--- src/rtl/mrv32_pkg.sv ---
// mrv32_pkg: shared constants for the mrv32 simulation control block
package mrv32_pkg;
  localparam int MRV32_ADDR_WIDTH = 32;
  localparam logic [31:0] SIMCTRL_BASE = 32'h0001_0000;
  localparam logic [3:0] SIMCTRL_CONSOLE = 4'h0;
  localparam logic [3:0] SIMCTRL_TOHOST = 4'h4;
  localparam logic [3:0] SIMCTRL_CYCLE_LO = 4'h8;
  localparam logic [3:0] SIMCTRL_CYCLE_HI = 4'hC;
  localparam logic [3:0] WSTRB_FULL = 4'hF;
endpackage

--- src/rtl/mrv32_sim_ctrl_if.sv ---
// mrv32_sim_ctrl_if: mrv32 data port B request/response bundle
interface mrv32_sim_ctrl_if import mrv32_pkg::*; #(
  parameter int ADDR_WIDTH = MRV32_ADDR_WIDTH
);
  logic valid;
  logic [ADDR_WIDTH-1:0] addr;
  logic [31:0] wdata;
  logic [3:0] wstrb;
  logic [31:0] rdata;
  logic rvalid;
  modport master(output valid, addr, wdata, wstrb, input rdata, rvalid);
  modport slave(input valid, addr, wdata, wstrb, output rdata, rvalid);
endinterface

--- src/rtl/mrv32_sync_fifo.sv ---
// mrv32_sync_fifo: synchronous FIFO, power-of-2 depth, head shown combinationally
module mrv32_sync_fifo #(
  parameter int WIDTH = 8,
  parameter int DEPTH = 8,
  localparam int AW = $clog2(DEPTH)
) (
  input  logic             clk,
  input  logic             rst,
  input  logic             push,
  input  logic [WIDTH-1:0] din,
  input  logic             pop,
  output logic [WIDTH-1:0] dout,
  output logic [AW:0]      count,
  output logic             full,
  output logic             empty
);
  logic [WIDTH-1:0] mem [DEPTH];
  logic [AW-1:0] wp, rp;
  logic do_push, do_pop;
  assign empty = count == '0;
  assign full = count == (AW+1)'(DEPTH);
  assign do_pop = pop && !empty;
  // a pop on a full FIFO frees the slot for a same-cycle push
  assign do_push = push && (!full || do_pop);
  assign dout = empty ? '0 : mem[rp];
  always_ff @(posedge clk) begin
    if (rst) begin
      wp <= '0;
      rp <= '0;
      count <= '0;
    end else begin
      if (do_push) wp <= wp + 1'b1;
      if (do_pop) rp <= rp + 1'b1;
      count <= count + (AW+1)'(do_push) - (AW+1)'(do_pop);
    end
  end
  always_ff @(posedge clk)
    if (do_push) mem[wp] <= din;
endmodule

--- src/rtl/mrv32_sim_ctrl.sv ---
// mrv32_sim_ctrl: memory-mapped console, TOHOST and cycle counter responder
module mrv32_sim_ctrl import mrv32_pkg::*; #(
  parameter int ADDR_WIDTH = MRV32_ADDR_WIDTH,
  parameter logic [ADDR_WIDTH-1:0] BASE_ADDR = ADDR_WIDTH'(SIMCTRL_BASE),
  parameter int RD_LATENCY = 2,
  parameter int FIFO_DEPTH = 8
) (
  input  logic        clk,
  input  logic        rst,
  mrv32_sim_ctrl_if.slave bus,
  input  logic        con_ready,
  output logic        con_valid,
  output logic [7:0]  con_data,
  output logic        sim_done,
  output logic        sim_pass,
  output logic [30:0] sim_code,
  output logic        con_overflow
);
  localparam int CW = $clog2(FIFO_DEPTH) + 1;
  logic [63:0] cnt;
  logic [31:0] hi_snap, tohost, rd_c;
  logic [3:0] off;
  logic hit, rd_req, wr_req, push, drop, full, empty;
  logic [CW-1:0] count;
  logic [RD_LATENCY-1:0] rv_q;
  logic [31:0] rd_q [RD_LATENCY];
  logic unused_ok;
  assign unused_ok = ^bus.addr[1:0];
  assign hit = bus.addr[ADDR_WIDTH-1:4] == BASE_ADDR[ADDR_WIDTH-1:4];
  assign off = {bus.addr[3:2], 2'b00};
  assign rd_req = bus.valid && bus.wstrb == 4'h0;
  assign wr_req = bus.valid && |bus.wstrb && hit;
  assign push = wr_req && off == SIMCTRL_CONSOLE && bus.wstrb[0];
  // full implies non-empty, so a ready consumer always makes room
  assign drop = push && full && !con_ready;
  always_comb
    rd_c = !hit ? 32'h0 :
           off == SIMCTRL_CONSOLE ? {16'(count), 15'b0, full} :
           off == SIMCTRL_TOHOST ? tohost :
           off == SIMCTRL_CYCLE_LO ? cnt[31:0] : hi_snap;
  always_ff @(posedge clk) begin
    if (rst) begin
      cnt <= '0;
      hi_snap <= '0;
      tohost <= '0;
      sim_done <= 1'b0;
      con_overflow <= 1'b0;
      rv_q <= '0;
      for (int i = 0; i < RD_LATENCY; i++) rd_q[i] <= '0;
    end else begin
      cnt <= cnt + 64'd1;
      if (rd_req && hit && off == SIMCTRL_CYCLE_LO) hi_snap <= cnt[63:32];
      if (wr_req && off == SIMCTRL_TOHOST && bus.wstrb == WSTRB_FULL && !sim_done) begin
        tohost <= bus.wdata;
        sim_done <= 1'b1;
      end
      if (drop) con_overflow <= 1'b1;
      rv_q[0] <= rd_req;
      rd_q[0] <= rd_req ? rd_c : 32'h0;
      for (int i = 1; i < RD_LATENCY; i++) begin
        rv_q[i] <= rv_q[i-1];
        rd_q[i] <= rd_q[i-1];
      end
    end
  end
  assign bus.rvalid = rv_q[RD_LATENCY-1];
  assign bus.rdata = rd_q[RD_LATENCY-1];
  assign sim_pass = tohost == 32'd1;
  assign sim_code = tohost[31:1];
  assign con_valid = !empty;
  mrv32_sync_fifo #(.WIDTH(8), .DEPTH(FIFO_DEPTH)) u_fifo (
    .clk(clk),
    .rst(rst),
    .push(push),
    .din(bus.wdata[7:0]),
    .pop(con_ready),
    .dout(con_data),
    .count(count),
    .full(full),
    .empty(empty)
  );
endmodule

--- src/flat_wrapper.sv ---
// flat-port wrapper written by rule: the top's interface ports become plain ports
module mrv32_sim_ctrl_flat import mrv32_pkg::*;
#(
  parameter int ADDR_WIDTH = MRV32_ADDR_WIDTH,
  parameter logic [ADDR_WIDTH-1:0] BASE_ADDR = ADDR_WIDTH'(SIMCTRL_BASE),
  parameter int RD_LATENCY = 2,
  parameter int FIFO_DEPTH = 8
)
  (clk, rst, con_ready, con_valid, con_data, sim_done, sim_pass, sim_code, con_overflow, bus_valid, bus_addr, bus_wdata, bus_wstrb, bus_rdata, bus_rvalid);
  mrv32_sim_ctrl_if #(.ADDR_WIDTH(ADDR_WIDTH)) bus_i ();
  input  logic clk;
  input  logic rst;
  input  logic con_ready;
  output logic con_valid;
  output logic [7:0] con_data;
  output logic sim_done;
  output logic sim_pass;
  output logic [30:0] sim_code;
  output logic con_overflow;
  input wire logic [$bits(bus_i.valid)-1:0] bus_valid;
  input wire logic [$bits(bus_i.addr)-1:0] bus_addr;
  input wire logic [$bits(bus_i.wdata)-1:0] bus_wdata;
  input wire logic [$bits(bus_i.wstrb)-1:0] bus_wstrb;
  output wire logic [$bits(bus_i.rdata)-1:0] bus_rdata;
  output wire logic [$bits(bus_i.rvalid)-1:0] bus_rvalid;
  assign bus_i.valid = bus_valid;
  assign bus_i.addr = bus_addr;
  assign bus_i.wdata = bus_wdata;
  assign bus_i.wstrb = bus_wstrb;
  assign bus_rdata = bus_i.rdata;
  assign bus_rvalid = bus_i.rvalid;
  mrv32_sim_ctrl #(.ADDR_WIDTH(ADDR_WIDTH), .BASE_ADDR(BASE_ADDR), .RD_LATENCY(RD_LATENCY), .FIFO_DEPTH(FIFO_DEPTH)) u_core (.clk(clk), .rst(rst), .bus(bus_i), .con_ready(con_ready), .con_valid(con_valid), .con_data(con_data), .sim_done(sim_done), .sim_pass(sim_pass), .sim_code(sim_code), .con_overflow(con_overflow));
endmodule
--- config.mk ---
export PLATFORM = sky130hd
export DESIGN_NAME = mrv32_sim_ctrl_flat
export DESIGN_NICKNAME = d
export VERILOG_FILES = /design/src/rtl/mrv32_pkg.sv /design/src/rtl/mrv32_sim_ctrl_if.sv /design/src/rtl/mrv32_sync_fifo.sv /design/src/rtl/mrv32_sim_ctrl.sv /design/src/flat_wrapper.sv
export SDC_FILE = /design/constraint.sdc
export NUM_CORES = 1
export LEC_CHECK = 0
export ABC_CLOCK_PERIOD_IN_PS = 4400
export CAP_MARGIN = 20
export CELL_PAD_IN_SITES_DETAIL_PLACEMENT = 0
export CELL_PAD_IN_SITES_GLOBAL_PLACEMENT = 2
export CORE_MARGIN = 5
export CORE_UTILIZATION = 30
export CTS_CLUSTER_DIAMETER = 80
export DETAILED_ROUTE_END_ITERATION = 10
export GPL_ROUTABILITY_DRIVEN = 0
export PLACE_DENSITY = 0.65
export SLEW_MARGIN = 5
export SYNTH_ARGS = -nofsm -noshare
export SYNTH_HDL_FRONTEND = slang
export SYNTH_SLANG_ARGS = --single-unit
--- constraint.sdc ---
create_clock -name clk -period 4.4 [get_ports clk]
set_input_delay 1.1 -clock clk [delete_from_list [all_inputs] [get_ports clk]]
set_output_delay 1.1 -clock clk [all_outputs]
set_load 0.005 [all_outputs]
* After elaboration in Yosys (flattened, before gate mapping)
Memories as Yosys holds them, arrays and structs flattened. A register that Yosys moved wholly into a read port is not among the register bits.
Cells that the tools add are included.
** Operators by class
- $add $sub $neg :: 5
- Reductions and logical operators :: 23
- Bitwise operators :: 2
- Multiplexer cells :: 15
- Equal/unequal tests :: 6
** Operator list (number)
- $mux W32 :: 7
- $add A64 B1 Y64 const B :: 1
- $eq A32 B1 Y1 const B :: 1
- $eq A28 B13 Y1 const B :: 1
- $logic_and A1 B1 Y1 :: 14
- $logic_not A4 Y1 :: 3
- $eq A4 B4 Y1 const B :: 2
- $mux W8 :: 1
- $add A3 B1 Y3 const B :: 2
- $mux W3 :: 2
- $mux W1 :: 5
- $add A4 B1 Y4 :: 1
- $logic_not A1 Y1 :: 4
- $reduce_or A4 Y1 :: 1
- $sub A4 B1 Y4 :: 1
- $eq A2 B1 Y1 const B :: 1
- $eq A2 B2 Y1 const B :: 1
- $or A1 B1 Y1 :: 2
- $logic_or A1 B1 Y1 :: 1
** Word-level totals
- Memories kept :: 2
- Input port bits :: 72
- Register bits :: 142
- RAM bits :: 128
** Memories
- u_core.rd_q :: words 2, width 32, rd ports 2, clocked after memory_dff 0, write ports 2, RTL line mrv32_sim_ctrl.sv:26 : logic [31:0] rd_q [RD_LATENCY];
- u_core.u_fifo.mem :: words 8, width 8, rd ports 1, clocked after memory_dff 1, write ports 1, RTL line mrv32_sync_fifo.sv:17 : logic [WIDTH-1:0] mem [DEPTH];

* Longest topological paths before layout
- Depth after elaboration :: 8
- Gate-level depth with buffers :: 13
- Gate-level depth less buffers :: 12

* Hierarchy
A second synthesis with hierarchy kept.
** Unflattened totals
- Cell total of the unflattened synthesis :: 1067
- Area, all modules :: 11529.8 sq um
** Modules (own cells, without submodules)
- mrv32_sim_ctrl :: cells each 889, times used 1, area an instance 8410.6 sq um
- mrv32_sync_fifo :: cells each 178, times used 1, area an instance 3119.2 sq um

* Worst setup path after synthesis
OpenSTA, ideal clock, no wires.
- Kind :: input port to flip-flop
- Start point :: input port bus_addr[14]
- End point :: memory u_core.u_fifo.mem[2][0], enable pin
- Arrival :: 3.025 ns
- Required time :: 4.002 ns
- Path slack :: 0.978 ns
- Stages on the path :: 5
- Buffers on the path :: 0
- Cells stage by stage :: nor4b_1 > and4_1 > and3_1 > nand2_1 > nor4b_1
** Between the ends
- Longest elaborated chain between the ends :: 7
** RTL lines
- start, declared :: RTL line flat_wrapper.sv:21 : input wire logic [$bits(bus_i.addr)-1:0] bus_addr;
- $eq A28 B13 Y1 :: RTL line mrv32_sim_ctrl.sv:29 : assign hit = bus.addr[ADDR_WIDTH-1:4] == BASE_ADDR[ADDR_WIDTH-1:4];
- $logic_and A1 B1 Y1 :: RTL line mrv32_sim_ctrl.sv:32 : assign wr_req = bus.valid && |bus.wstrb && hit;
- $logic_and A1 B1 Y1 (2 in series) :: RTL line mrv32_sim_ctrl.sv:33 : assign push = wr_req && off == SIMCTRL_CONSOLE && bus.wstrb[0];
- $logic_and A1 B1 Y1 :: RTL line mrv32_sync_fifo.sv:24 : assign do_push = push && (!full || do_pop);
- $mux W1 :: RTL line mrv32_sync_fifo.sv:38 : if (do_push) mem[wp] <= din;
- $mux W1 (not written as such) :: RTL line mrv32_sync_fifo.sv:38
- end, declared :: RTL line mrv32_sync_fifo.sv:17
No other way between the ends.

==> Implementation_results.wiki <==
{| class="wikitable"
! Metric !! Value
|-
| Count of mapped cells out of synthesis || approximately 1.1k
|-
| Largest net degree at the start of global routing || 75
|-
| Skew-Pair Late Insertion Delay || 550 ps
|-
| Post-synthesis share of cell area spent on full adders, half adders and majority gates || 0.0105
|-
| Crit-path slowest cell || sky130_fd_sc_hd__dfxtp_1
|-
| Share of synthesized area spent on multiplexers || 0.132
|-
| Floorplan Core Area || between 30000 and 40000 sq um
|-
| Syn. warnings || 0
|-
| Clock Skews || roughly 14 ps
|-
| Layout overhead on the synthesized area || 22.5%
|-
| Vias in the first global route || 7747
|-
| Crit path cell chain || mux4_2, mux2i_1, nor2_1, clkdlybuf4s50_1
|-
| Hold Crit Class || reg -> reg
|-
| Peak fanout along the critical path || 16
|-
| Critical Path Max Stage Delay || roughly 840 ps
|-
| Remaining global-route overflow || 0
|-
| Global router's overall resource usage || 0.139
|-
| Number of setup violations in the final report || 0
|-
| Initial Utilization || 0.303
|-
| Family of cells with the greatest summed delay on the critical path || flip-flops
|-
| Outcome || finished clean
|-
| Mapped Avg Cell Area || between 10 and 15 sq um
|-
| Row Count || 71
|-
| Highest clock frequency the design can meet || between 200 and 300 MHz
|-
| DRC Markers || 0
|-
| Critical path endpoint category || primary output
|-
| Via total after detailed routing || between 7k and 8k
|-
| Number of buffers and inverters on the critical path || 1
|-
| Root Driver || sky130_fd_sc_hd__clkbuf_16
|-
| First DRT Iteration DRCs || 360
|-
| Dominant combinational cell family by area after synthesis || simple AND/OR/NAND/NOR gates
|-
| Clock tree from TritonCTS || done
|-
| Max-cap violation count || 0
|-
| Layout cells sized above 1 || 0.111
|-
| Number of buffers between clock root and the deepest sink || 3
|-
| Part of the Yosys area used for sequential elements || 0.536
|-
| Number of sinks on the clock net || about 270
|-
| Final critical-path share of the clock period || 0.816
|-
| Pre-antenna DRT Iters || 4
|-
| Area fraction in compound gates after synthesis || 0.0454
|-
| Leakage dissipation || between 0.004 and 0.005 uW
|-
| Total of cells resized after clock tree synthesis || 0
|-
| Sum of net half-perimeters after detailed placement || 21.2 mm
|-
| Max rail drop VDD || 0.000235 V
|-
| Buffers added on ports || 145
|-
| Inserted Clock Buffers || 30
|-
| Setup repair bufs after CTS || 0
|-
| Final slew viol count || 0
|-
| RSZ-0062 raised after global routing || no
|-
| Critical Setup Path Class || reg -> out
|-
| Crit start category || register
|-
| Layout net count || ~1.2k
|-
| Cts hold-fix bufs || 0
|-
| First-pass GRT wire length || 46.5 mm
|-
| Post-layout utilization of the core || 0.372
|-
| Xor/xnor cell area share of the yosys netlist || 0.0315
|-
| Routed WL || 29.6 mm
|-
| Crit path time final || between 3000 and 4000 ps
|-
| Total area of multi-input combinational cells || around 4600 sq um
|-
| Routed Antenna Nets || 0
|-
| Post-Synthesis Net Count || ~1.1k
|-
| Setup TNS after final layout || 0 ps
|-
| Seq. cell area || 6110 sq um
|-
| H-tree lvl count || 1
|-
| Overall die height || about 200 um
|-
| Total standard cell area after synthesis || 11400 sq um
|-
| Worst Tran Pin Value || roughly 810 ps
|-
| Required time of the worst setup path || ~3300 ps
|-
| Endpoint arrival time on the critical path || approximately 2500 ps
|-
| Relative max-transition margin || 0.457
|-
| Die outline width || about 200 um
|-
| Total Die Area || around 42000 sq um
|-
| Antenna violations before repair || 0
|-
| Final routed wire length divided by cell count || ~18 um
|-
| Number of storage elements in the synthesis netlist || around 270
|-
| Clock transition at the registers of the reported paths || ~60 ps
|-
| Antenna diode count || 0
|-
| Ports placed on the boundary || roughly 150
|-
| Layout filler cell count || 3741
|-
| Fraction of the mapped netlist area in simple logic gates || 0.180
|-
| Number of distinct library cells after synthesis || 44
|-
| Worst slack on hold paths || approximately 430 ps
|-
| Pwr per Cell Area || between 400 and 500 nW/um^2
|-
| Final hold vios || 0
|-
| Vias per cell || ~4.6
|}
-- worst register-to-register path, stage by stage (launching register included) --
cell and delay, ps:
sky130_fd_sc_hd__dfxtp_1 500, sky130_fd_sc_hd__ha_1 330, sky130_fd_sc_hd__nand3_1 140, sky130_fd_sc_hd__nor4_2 200, sky130_fd_sc_hd__buf_4 260, sky130_fd_sc_hd__nand4_1 420
sky130_fd_sc_hd__or4_1 550, sky130_fd_sc_hd__a21oi_1 140
-- cells in the mapped netlist (all sizes together) --
cell type  number  area share
nand2b          4      0.0022
ha              8      0.0088
nor3b           2      0.0013
nand4b          1     0.00077
nor2b          40       0.022
o21ai          19      0.0083
a31oi           1     0.00055
nor2          164       0.054
buf            78       0.049
nand4          31       0.020
dfxtp         209        0.37
nor3           11      0.0053
xnor2          14       0.011
inv            12      0.0040
mux2i          74       0.065
o31ai           7      0.0046
nor4           24       0.017
nand3          28       0.012
and2            3      0.0016
or4             8      0.0053
mux2           28       0.028
a211oi          2      0.0013
or3            18      0.0099
and4            7      0.0054
a31o            1     0.00077
xor2           27       0.021
a21oi          26       0.011
edfxtp         64        0.17
and3           13      0.0071
clkbuf         37       0.012
fa              1      0.0018
or2             2      0.0011
nor4b           4      0.0031
mux4           20       0.040
and4b           1     0.00088
nand2          34       0.011
a21o            1     0.00066
a22oi          27       0.018
-- cell usage in the layout, fill, tap and decap left out, drive strengths merged, types with 24 or more instances in the layout --
| master | netlist | layout |
|---|---|---|
| a22oi | 27 | 27 |
| edfxtp | 64 | 64 |
| clkdlybuf4s50 | 0 | 142 |
| buf | 78 | 25 |
| nand4 | 31 | 31 |
| a21oi | 26 | 26 |
| xor2 | 27 | 27 |
| clkbuf | 37 | 40 |
| mux2 | 28 | 28 |
| nor2 | 164 | 164 |
| dfxtp | 209 | 209 |
| nor4 | 24 | 24 |
| nand3 | 28 | 28 |
| nand2 | 34 | 34 |
| nor2b | 40 | 40 |
| mux2i | 74 | 74 |
-- path summary, 6_finish.rpt --
| check | start | end | slack, ps | cells after the start |
|---|---|---|---|---|
| setup / recovery | register | con_data[7] | 810 | 4 |
| setup reg to reg | u_core.cnt[0] | u_core.cnt[60] | 1790 | 7 |
| hold / removal | u_core.rd_q[0][1] | u_core.rd_q[0][33] | 430 | 1 |
| hold reg to reg | u_core.rd_q[0][1] | u_core.rd_q[0][33] | 430 | 1 |
-- layout make-up --
type | count | area share
clock buffer | 40 | 0.0601
clock inverter | 16 | 0.0101
inverter | 12 | 0.00322
multi-input combinational | 651 | 0.327
sequential | 273 | 0.437
tap | 511 | 0.0458
timing repair buffer | 167 | 0.117
-- state kept, by name, summed over array words and instances, names as in the netlist, named ones only --
register,count
u_core.con_overflow,1
u_core.u_fifo.mem,64
u_core.hi_snap,32
u_core.tohost,32
u_core.sim_done,1
u_core.rv_q,2
u_core.u_fifo.rp,3
u_core.rd_q,64
u_core.u_fifo.wp,3
u_core.u_fifo.count,4
u_core.cnt,64
-- per-stage QoR --
step                total power [uW]  worst slack (ps)  cell area (sq um)  instances
floorplan                       3080               978              11400       1051
global placement                3360               695              13000       1614
detailed placement              3370               637              13000       1614
CTS                             5860               690              14000       1670
global route                    6050               610              14000       1670
finish                          5750               808              14000       1670
-- cell families after synthesis --
kind of cell	count (synthesis)
AO/OA/AOI/OAI	84
XOR/XNOR	41
adder cells (fa/ha/maj)	9
buffers and inverters	127
flip-flops	273
multiplexers	122
AND/OR/NAND/NOR	395
-- where the power goes --
part	total (uW)	internal (uW)	switching, uW
sequential	2640	2600	41.1
clock	2460	1450	1000
combinational	654	358	297
-- metal layers --
| layer | GRT usage | wire length, um | up-vias |
|---|---|---|---|
| li1 | - | - | 3848 |
| met1 | 0.190 | 13800 | 3696 |
| met2 | 0.236 | 14100 | 124 |
| met3 | 0.0239 | 1450 | 24 |
| met4 | 0.0215 | 274 | 0 |
| met5 | 0 | 0 | - |
No activity file was read; power rests on OpenSTA's default activity.
